File: src/rtl/sum_window_packer_if.sv
// Handshake bundle for sum_window_packer: sample stream in, packed 16-bit
// window totals out as two bytes (low then high).
interface sum_window_packer_if;
  logic [7:0] in_data;
  logic       in_valid;
  logic       in_ready;
  logic [7:0] out_data;
  logic       out_valid;
  logic       out_ready;
  logic       out_last;
  logic [7:0] count;

  modport master (
    output in_data, in_valid, out_ready,
    input  in_ready, out_data, out_valid, out_last, count
  );

  modport slave (
    input  in_data, in_valid, out_ready,
    output in_ready, out_data, out_valid, out_last, count
  );
endinterface

File: src/rtl/sum_window_packer.sv
// Sums WINDOW 8-bit samples into a 16-bit total and emits it as two bytes,
// low byte first; the next window keeps accumulating while a total drains.
module sum_window_packer #(
  parameter int WINDOW = 4
) (
  input  logic                 clk,
  input  logic                 rst,
  sum_window_packer_if.slave   bus
);

  localparam logic [1:0] IDLE = 2'd0;
  localparam logic [1:0] LO   = 2'd1;
  localparam logic [1:0] HI   = 2'd2;

  localparam logic [7:0] LAST_CNT = 8'(WINDOW - 1);

  logic [1:0]  state, state_nxt;
  logic [15:0] acc, total;
  logic [7:0]  cnt;
  logic        in_fire, out_fire, at_last, win_final;
  logic        ready, vld;

  assign at_last   = (cnt == LAST_CNT);
  assign in_fire   = bus.in_valid && ready;
  assign out_fire  = vld && bus.out_ready;
  assign win_final = in_fire && at_last;

  // A new total may only land when the hold register is free at the next
  // edge: idle, or the high byte leaving this very cycle.
  always_comb begin
    ready = 1'b1;
    if (at_last && (state == LO || (state == HI && !bus.out_ready)))
      ready = 1'b0;
  end

  always_comb begin
    state_nxt = state;
    case (state)
      IDLE:    if (win_final) state_nxt = LO;
      LO:      if (out_fire)  state_nxt = HI;
      HI: begin
        if (win_final)     state_nxt = LO;
        else if (out_fire) state_nxt = IDLE;
      end
      default: state_nxt = IDLE;
    endcase
  end

  always_ff @(posedge clk) begin
    if (rst) begin
      state <= IDLE;
      acc   <= 16'd0;
      cnt   <= 8'd0;
      total <= 16'd0;
    end else begin
      state <= state_nxt;
      if (in_fire) begin
        if (at_last) begin
          total <= acc + {8'd0, bus.in_data};
          acc   <= 16'd0;
          cnt   <= 8'd0;
        end else begin
          acc   <= acc + {8'd0, bus.in_data};
          cnt   <= cnt + 8'd1;
        end
      end
    end
  end

  assign vld = (state == LO) || (state == HI);

  always_comb begin
    bus.out_data = 8'd0;
    if (state == LO)      bus.out_data = total[7:0];
    else if (state == HI) bus.out_data = total[15:8];
  end

  assign bus.out_valid = vld;
  assign bus.out_last  = (state == HI);
  assign bus.in_ready  = ready;
  assign bus.count     = cnt;

endmodule

File: src/flat_wrapper.sv
// flat-port wrapper written by rule: the top's interface ports become plain ports
module sum_window_packer_flat 
#(
  parameter int WINDOW = 4
)
  (clk, rst, bus_in_data, bus_in_valid, bus_out_ready, bus_in_ready, bus_out_data, bus_out_valid, bus_out_last, bus_count);
  sum_window_packer_if bus_i ();
  input  logic clk;
  input  logic rst;
  input wire logic [$bits(bus_i.in_data)-1:0] bus_in_data;
  input wire logic [$bits(bus_i.in_valid)-1:0] bus_in_valid;
  input wire logic [$bits(bus_i.out_ready)-1:0] bus_out_ready;
  output wire logic [$bits(bus_i.in_ready)-1:0] bus_in_ready;
  output wire logic [$bits(bus_i.out_data)-1:0] bus_out_data;
  output wire logic [$bits(bus_i.out_valid)-1:0] bus_out_valid;
  output wire logic [$bits(bus_i.out_last)-1:0] bus_out_last;
  output wire logic [$bits(bus_i.count)-1:0] bus_count;
  assign bus_i.in_data = bus_in_data;
  assign bus_i.in_valid = bus_in_valid;
  assign bus_i.out_ready = bus_out_ready;
  assign bus_in_ready = bus_i.in_ready;
  assign bus_out_data = bus_i.out_data;
  assign bus_out_valid = bus_i.out_valid;
  assign bus_out_last = bus_i.out_last;
  assign bus_count = bus_i.count;
  sum_window_packer #(.WINDOW(WINDOW)) u_core (.clk(clk), .rst(rst), .bus(bus_i));
endmodule
File: config.mk
export PLATFORM = sky130hd
export DESIGN_NAME = sum_window_packer_flat
export DESIGN_NICKNAME = d
export VERILOG_FILES = /design/src/rtl/sum_window_packer_if.sv /design/src/rtl/sum_window_packer.sv /design/src/flat_wrapper.sv
export SDC_FILE = /design/constraint.sdc
export NUM_CORES = 1
export LEC_CHECK = 0
export ABC_AREA = 1
export ABC_CLOCK_PERIOD_IN_PS = 2500
export BUFFER_PORTS_ARGS = -buffer_cell sky130_fd_sc_hd__buf_2
export CORE_MARGIN = 3
export CORE_UTILIZATION = 58
export DETAILED_ROUTE_END_ITERATION = 16
export PLACE_DENSITY = 0.8
export SLEW_MARGIN = 20
export SYNTH_ARGS = -nofsm -noshare
export SYNTH_HDL_FRONTEND = slang
export SYNTH_SLANG_ARGS = --single-unit
File: constraint.sdc
create_clock -name clk -period 2.5 [get_ports clk]
set_clock_uncertainty 0.1 [all_clocks]
set_input_delay 0.75 -clock clk [delete_from_list [all_inputs] [get_ports clk]]
set_output_delay 0.75 -clock clk [all_outputs]
set_load 0.02 [all_outputs]
==> results of run 1 <==
==> power groups by stage <==
stage | clock network (W) | logic, W | registers, W
after floorplan | 0 | 0.000333 | 0.000743
after global placement | 0 | 0.000422 | 0.000744
after detailed placement | 0 | 0.000429 | 0.000746
after CTS | 0.000544 | 0.000470 | 0.000734
after global routing | 0.000571 | 0.000531 | 0.000741
final | 0.000542 | 0.000473 | 0.000737
==> per-layer routing <==
metal / vias up / GRT usage [%] / share of wire, %
li1: 1257 / - / -
met1: 1076 / 31.3 / 47
met2: 57 / 40.4 / 46
met3: 8 / 5.61 / 5.6
met4: 0 / 6.89 / 1.1
met5: - / 0 / 0
==> cells in the mapped netlist (all sizes together) <==
library cell	instances	share of area (%)
nand3b	3	0.90
and2	1	0.25
inv	52	7.8
buf	5	1.9
nor2	18	3.9
o21ai	21	4.4
ha	14	7.0
or2	3	0.75
nand2	110	17
dfxtp	42	34
nand4	6	1.8
a21oi	27	5.4
a22oi	3	0.90
xor2	4	1.4
clkinv	1	0.15
nor3	2	0.40
clkbuf	3	0.45
nand3	53	11
fa	1	0.80
==> worst paths after layout <==
kind                            slack (ns)               end
worst min-delay path                  0.36  u_core.total[12]
worst max-delay path                  0.07      bus_in_ready
worst min register to register        0.36  u_core.total[12]
worst max register to register        0.56     u_core.acc[4]
==> state kept, by name, indices dropped and copies added (netlist names) <==
name / flops
u_core.bus.count: 8
u_core.total: 16
u_core.acc: 16
u_core.state: 2
==> layout make-up <==
class / instances / area, sq um / area share (%)
clock inverter: 2 / 37.5 / 1.34
multi-input combinational: 266 / 1420 / 50.5
inverter: 53 / 203 / 7.21
clock buffer: 6 / 72.6 / 2.58
tap: 50 / 62.6 / 2.23
sequential: 42 / 843 / 30.0
timing repair buffer: 32 / 165 / 5.88
timing repair inverter: 1 / 7.51 / 0.267
==> placed cells by master, fill, tap and decap left out, drive strengths merged <==
master    instances
fa                1
nor2             18
a22oi             3
bufinv            1
clkinv            1
ha               14
or2               3
clkbuf            6
inv              51
buf              32
and2              1
nand3            53
o21ai            21
nand3b            3
clkinvlp          3
dfxtp            42
nor3              2
a21oi            27
nand4             6
xor2              4
nand2           110
==> what timing repair did <==
item | 4_1_cts | 5_1_grt
setup buffers | 0 | 0
setup endpoints to repair | 8 | 7
hold buffers | 0 | 0
gates resized for setup | 4 | 9
pin swaps | 0 | 0
hold endpoints to repair | 0 | 0
gates cloned | 1 | 0
==> stage by stage <==
stage | power, W | worst slack [ns] | instance area, sq um | utilization (%) | hold WS, ns
final | 0.00175 | 0.0729 | 2810 | 68.8 | 0.362
after global routing | 0.00184 | -0.00430 | 2810 | 68.8 | 0.373
after CTS | 0.00175 | 0.0174 | 2810 | 68.6 | 0.359
after detailed placement | 0.00118 | 0.0163 | 2670 | 65.4 | 0.345
after global placement | 0.00117 | 0.0544 | 2670 | 65.4 | 0.341
after floorplan | 0.00108 | 0.232 | 2500 | - | 0.327
==> critical path, delay by kind of cell, from the launching register on <==
kind | cells | cell delay, ns
AND/OR/NAND/NOR | 3 | 0.43
flip-flops | 1 | 0.42
buffers and inverters | 1 | 0.17
adder cells (fa/ha/maj) | 1 | 0.26
==> kinds of logic after synthesis <==
logic type                 after synthesis
and+or+nand+nor                        196
buffers and inverters                   61
DFF                                     42
AOI/OAI and AO/OA                       51
adders and majority gates               15
xor gates and xnor gates                 4
==> summary.md, run 1 <==
| Metric | Value |
|---|---|
| Combinational Power Share | 27.0% |
| Mux contribution to synthesized area | 0% |
| HP Class | flip-flop to flip-flop |
| Total GRT Usage | 24.2% |
| Leak pwr | 1.33 nW |
| Post-synthesis sequential area ratio | 33.6% |
| DIE AREA | 0.00514 sq mm |
| Final TNS setup | 0 ns |
| Initial Utilization | 61.2% |
| CP max FO | 5 |
| Startpoint types | flip-flop |
| Inserted Clock Buffers | 5 |
| Vias per cell | 5.31 |
| Critical path launch point | u_core.bus.count[1] |
| Grt ovf | 0 |
| DR pass1 iterations | 4 |
| Synth Area in Adders | 7.80% |
| Clk sink count | 42 |
| Finished Layout Cells | 452 |
| Slew margin rel. | 70.3% |
| Slew Viols, Final | 0 |
| Switch share | 33.6% |
| Filler cells | 377 |
| Synth Area per Inst | 6.78 sq um |
| Area Overhead vs Synth | 12.4% |
| Final hold vios | 0 |
| Status | finished clean |
| Initial antenna violation count | 0 |
| CTS tree | built |
| Worst reg2reg startpoint | u_core.acc[0] |
| Max-Cap Viols | 0 |
| Fmax | 412 MHz |
| Slowest stage cell, crit path | dfxtp_1 |
| Arr. time, crit path | 1.58 ns |
| NetSw | 0.000589 W |
| Power density over the cells | 624 mW/mm^2 |
| Worst-margin pin slew | 0.445 ns |
| Total core area | 0.00409 sq mm |
| Routed WL | 5910 um |
| Nets | 428 |
| Cell Area, Synth | 0.00250 sq mm |
| Reg power frac | 42.1% |
| Max VDD drop | 0.435 mV |
| Reg2reg path depth | 8 |
| WP data required | 1.65 ns |
| DRC errors left | 0 |
| Clk buf depth | 2 |
| Tcrit/Tclk final | 97.1% |
| Row cnt | 23 |
| Final setup viols | 0 |
| Final antenna-violating net count | 0 |
| Num ports | 31 |
| Die width | 71.7 um |
| Netlist cell types | 28 |
| XOR/XNOR Fraction of Synth Area | 1.40% |
| Int Power | 0.00116 W |
| Initial DRC count | 136 |
| Placed insts | 443 |
| Diode count | 0 |
| Post-Synth Simple-Gate Area | 36.3% |
| Clock power share | 30.9% |
| I/O Buffers | 30 |
| Synth Area in Compound Gates | 10.7% |
| Cell count after synthesis | 369 |
| Final Critical Period | 2.43 ns |
| WL/cell | 13.1 um |
| Die Y | 71.7 um |
| Gpl congestion | 0.924 |
| Worst path cell trace | ha_2 > nand4_2 > nor2_4 > nand2_2 > buf_2 |
| Reg clk slew, reported paths | 0.09 ns |
| Hpwl dp | 4150 um |
| Main combinational cell family by area after synthesis | simple AND/OR/NAND/NOR gates |
| Via count | 2,398 |
| Number of global-route vias before repair | 2,263 |
| Yosys warnings | 0 |
| Crit path capture type | output pin |
| Setup CP Type | flip-flop to output pin |
| Largest net degree at the start of global routing | 25 |
| First-pass GRT wire length | 9930 um |
| Clock root cell | clkbuf_8 |
| Mapped Nets | 396 |
| Max incr delay on CP | 0.42 ns |
| Clock Latency Late Sink | 0.30 ns |
| WHS Path Cells | 2 |
| Yosys reg bits | 42 |
| Hold path startpoint | u_core.total[12] |
| Htree depth | 2 |
| Share of cells above drive strength 1 | 15.4% |
No activity file was read; power rests on OpenSTA's default activity.
==> run 2, diff against run 1 <==
--- a/config.mk
+++ b/config.mk
@@ -5,7 +5,6 @@
 export SDC_FILE = /design/constraint.sdc
 export NUM_CORES = 1
 export LEC_CHECK = 0
-export ABC_AREA = 1
 export ABC_CLOCK_PERIOD_IN_PS = 2500
 export BUFFER_PORTS_ARGS = -buffer_cell sky130_fd_sc_hd__buf_2
 export CORE_MARGIN = 3
==> summary.md, run 2 <==
| Metric | Value |
|---|---|
| Inserted Clock Buffers | 5 (unchanged) |
| First-pass GRT wire length | 10,700 um (+7.8%) |
| Total core area | 0.00385 sq mm (-5.7%) |
| Clk buf depth | 2 (unchanged) |
| Final Critical Period | 2.53 ns (+0.0984 ns) |
| HP Class | flip-flop to flip-flop |
| Slew Viols, Final | 0 (unchanged) |
| Worst-margin pin slew | 0.436 ns (-0.00909 ns) |
| Via count | 2,392 (-0.25%) |
| Yosys warnings | 0 (unchanged) |
| Die width | 71.0 um (-0.99%) |
| WL/cell | 16.5 um (+26%) |
| Yosys reg bits | 42 (unchanged) |
| Clock Latency Late Sink | 0.30 ns (about the same) |
| EDFF count, synth | 0 (unchanged) |
| Most frequent cells after synthesis | 42 x dfxtp_1, 42 x nand2_1, 22 x nor2_1 |
| DIE AREA | 0.00504 sq mm (-2.0%) |
| Finished Layout Cells | 389 (-14%) |
| Final antenna-violating net count | 0 (unchanged) |
| Routing usage on met2 | 40.9% (+0.48 points) |
| Synth Area per Inst | 8.30 sq um (+22%) |
| Filler cells | 285 (-24%) |
| DRC errors left | 0 (unchanged) |
| Die Y | 71.0 um (-0.99%) |
| Gpl congestion | 0.930 (+0.74%) |
| Clock root cell | clkbuf_8 |
| Cell count after synthesis | 295 (-20%) |
| Post-synth ARST share | 0% (unchanged) |
| Nets | 367 (-14%) |
| Post-synthesis sequential area ratio | 34.4% (+0.74 points) |
| Clk sink count | 42 (unchanged) |
| Fmax | 396 MHz (-3.9%) |
| Final hold vios | 0 (unchanged) |
| Final setup viols | 1 (+1) |
| GR Layer Usage met3 | 6.11% (+0.50 points) |
| Initial antenna violation count | 0 (unchanged) |
| Initial DRC count | 155 (+14%) |
| Synth area leaders | dfxtp_1 34%, ha_1 7.2%, nand2_1 6.4% |
| Setup CP Type | input pin to flip-flop |
| Vias per cell | 6.15 (+16%) |
| CTS tree | built |
| Most frequent cells in the layout | 42 x nand2_1, 38 x dfxtp_1, 30 x buf_2, 23 x buf_4, 22 x nor2_1 |
| Num ports | 31 (unchanged) |
| Post-cts hold buffer count | 0 (unchanged) |
| Status | complete, but fails checks |
| Tcrit/Tclk final | 101% (+3.9 points) |
| Netlist cell types | 54 (+93%) |
| Diode count | 0 (unchanged) |
| Total GRT Usage | 26.3% (+2.1 points) |
| Post-synth top flop | dfxtp_1 |
| Met1 GRT Util | 35.5% (+4.3 points) |
| I/O Buffers | 30 (unchanged) |
| Cell Area, Synth | 0.00245 sq mm (-2.2%) |
| DR pass1 iterations | 6 (+2) |
| WP data required | 2.57 ns (+0.92 ns) |
| Max VDD drop | 0.308 mV (-29%) |
| Area Overhead vs Synth | 21.8% |
| CP max FO | 2 (-3) |
| Failing checks | negative setup slack |
| Power density over the cells | 598 mW/mm^2 (-4.1%) |
| Leak pwr | 1.14 nW (-14%) |
| Yosys top cell by area | dfxtp_1 |
| Largest net degree at the start of global routing | 32 (+28%) |
| Multi-input logic area | 0.00156 sq mm (+10%) |
| Slew margin rel. | 70.6% (+0.37 points) |
| R2R Setup Slk | 0.20 ns (-0.36 ns) |
| Number of global-route vias before repair | 2,301 (+1.7%) |
| Startpoint types | input pin |
| Total power | 0.00178 W (+1.7%) |
| Placed insts | 378 (-15%) |
| Register Area | 846 sq um (+0.30%) |
| Grt ovf | 0 (unchanged) |
| Routed WL | 6430 um (+8.8%) |
| Htree depth | 2 (unchanged) |
| Most Crowded Layer GR | met2 |
| Hpwl dp | 4280 um (+3.2%) |
| Final setup margin | -0.0255 ns (-0.0984 ns) |
| Reg clk slew, reported paths | 0.08 ns (about the same) |
| Share of cells above drive strength 1 | 25.5% (+10 points) |
| Row cnt | 22 (-4.3%) |
| Initial Utilization | 63.5% (+2.3 points) |
| Mapped Nets | 322 (-19%) |
| Post-synth top area share | 34.4% (+0.74 points) |
| Commonest non-fill, non-tap cell in the layout | nand2_1 |
| Arr. time, crit path | 2.60 ns (+1.02 ns) |
| Max-Cap Viols | 0 (unchanged) |
| Crit path capture type | flip-flop |
==> run 2: changes by cell type after synthesis, sizes merged, moves of 5 or more <==
| cell | previous run | this run |
|---|---|---|
| clkbuf | 3 | 9 |
| o211ai | 0 | 8 |
| xor2 | 4 | 11 |
| a211oi | 0 | 9 |
| inv | 52 | 6 |
| nand2 | 110 | 42 |
| nor3 | 2 | 9 |
| nand3 | 53 | 11 |
| or3 | 0 | 6 |
| xnor2 | 0 | 5 |
| a31oi | 0 | 7 |
| a21oi | 27 | 17 |
| o21ai | 21 | 16 |
==> run 2: timing repair <==
action / in CTS / in global routing
buffers inserted: 0 / 3
pin swaps: 0 / 3
setup endpoints to repair: 6 / 10
gates resized for setup: 5 / 5
==> run 2: cell families after synthesis <==
group | after synthesis | share of synthesized area (%)
AO/OA/AOI/OAI | 84 | 24.0
XOR/XNOR | 16 | 5.73
adder cells (fa/ha/maj) | 15 | 7.98
buffers and inverters | 23 | 4.04
flip-flops | 42 | 34.4
AND/OR/NAND/NOR | 115 | 23.9
==> run 2: final cells by class <==
class,instances,share of cell area (%)
Timing Repair Buffer,54,11.5
Clock inverter,2,2.02
Clock buffer,6,2.77
Inverter,7,0.882
Sequential cell,42,28.4
Multi-Input combinational cell,230,52.4
Tap cell,48,2.02
==> run 2: final timing paths <==
| check | to | depth (start not counted) | start |
|---|---|---|---|
| worst max-delay path | u_core.total[6] | 9 | bus_in_data[0] |
| worst min-delay path | u_core.total[4] | 2 | u_core.total[4] |
| worst max register to register | u_core.total[6] | 8 | u_core.acc[0] |
| worst min register to register | u_core.total[4] | 2 | u_core.total[4] |
==> run 2: through the flow <==
step	util [%]	TNS [ns]	setup slack (ns)	cell area [sq um]	hold slack, ns
after global routing	77.3	-0.123	-0.0883	2980	0.384
final	77.3	-0.0255	-0.0255	2980	0.364
after floorplan	-	0	0.0144	2470	0.337
after CTS	76.1	0	0.000574	2930	0.363
after detailed placement	72.1	-1.82	-0.243	2780	0.352
after global placement	72.1	-1.10	-0.143	2780	0.344
==> run 2: critical path, cell delays in order <==
cell	delay, ns
buf_2	0.10
ha_2	0.19
fa_2	0.38
a211oi_4	0.32
buf_4	0.16
o21bai_1	0.06
a21oi_1	0.19
xor2_1	0.13
o31ai_1	0.32
==> run 2: layer usage <==
layer  up-vias  part of all wire, %
li1       1168                    -
met1      1117                   45
met2        90                   47
met3        17                  6.3
met4         0                  2.1
met5         -                    0
==> run 2: power breakdown <==
part	switching, W	internal [W]
clock	0.000240	0.000426
sequential	0.0000260	0.000698
combinational	0.000226	0.000165
total	0.000493	0.00129
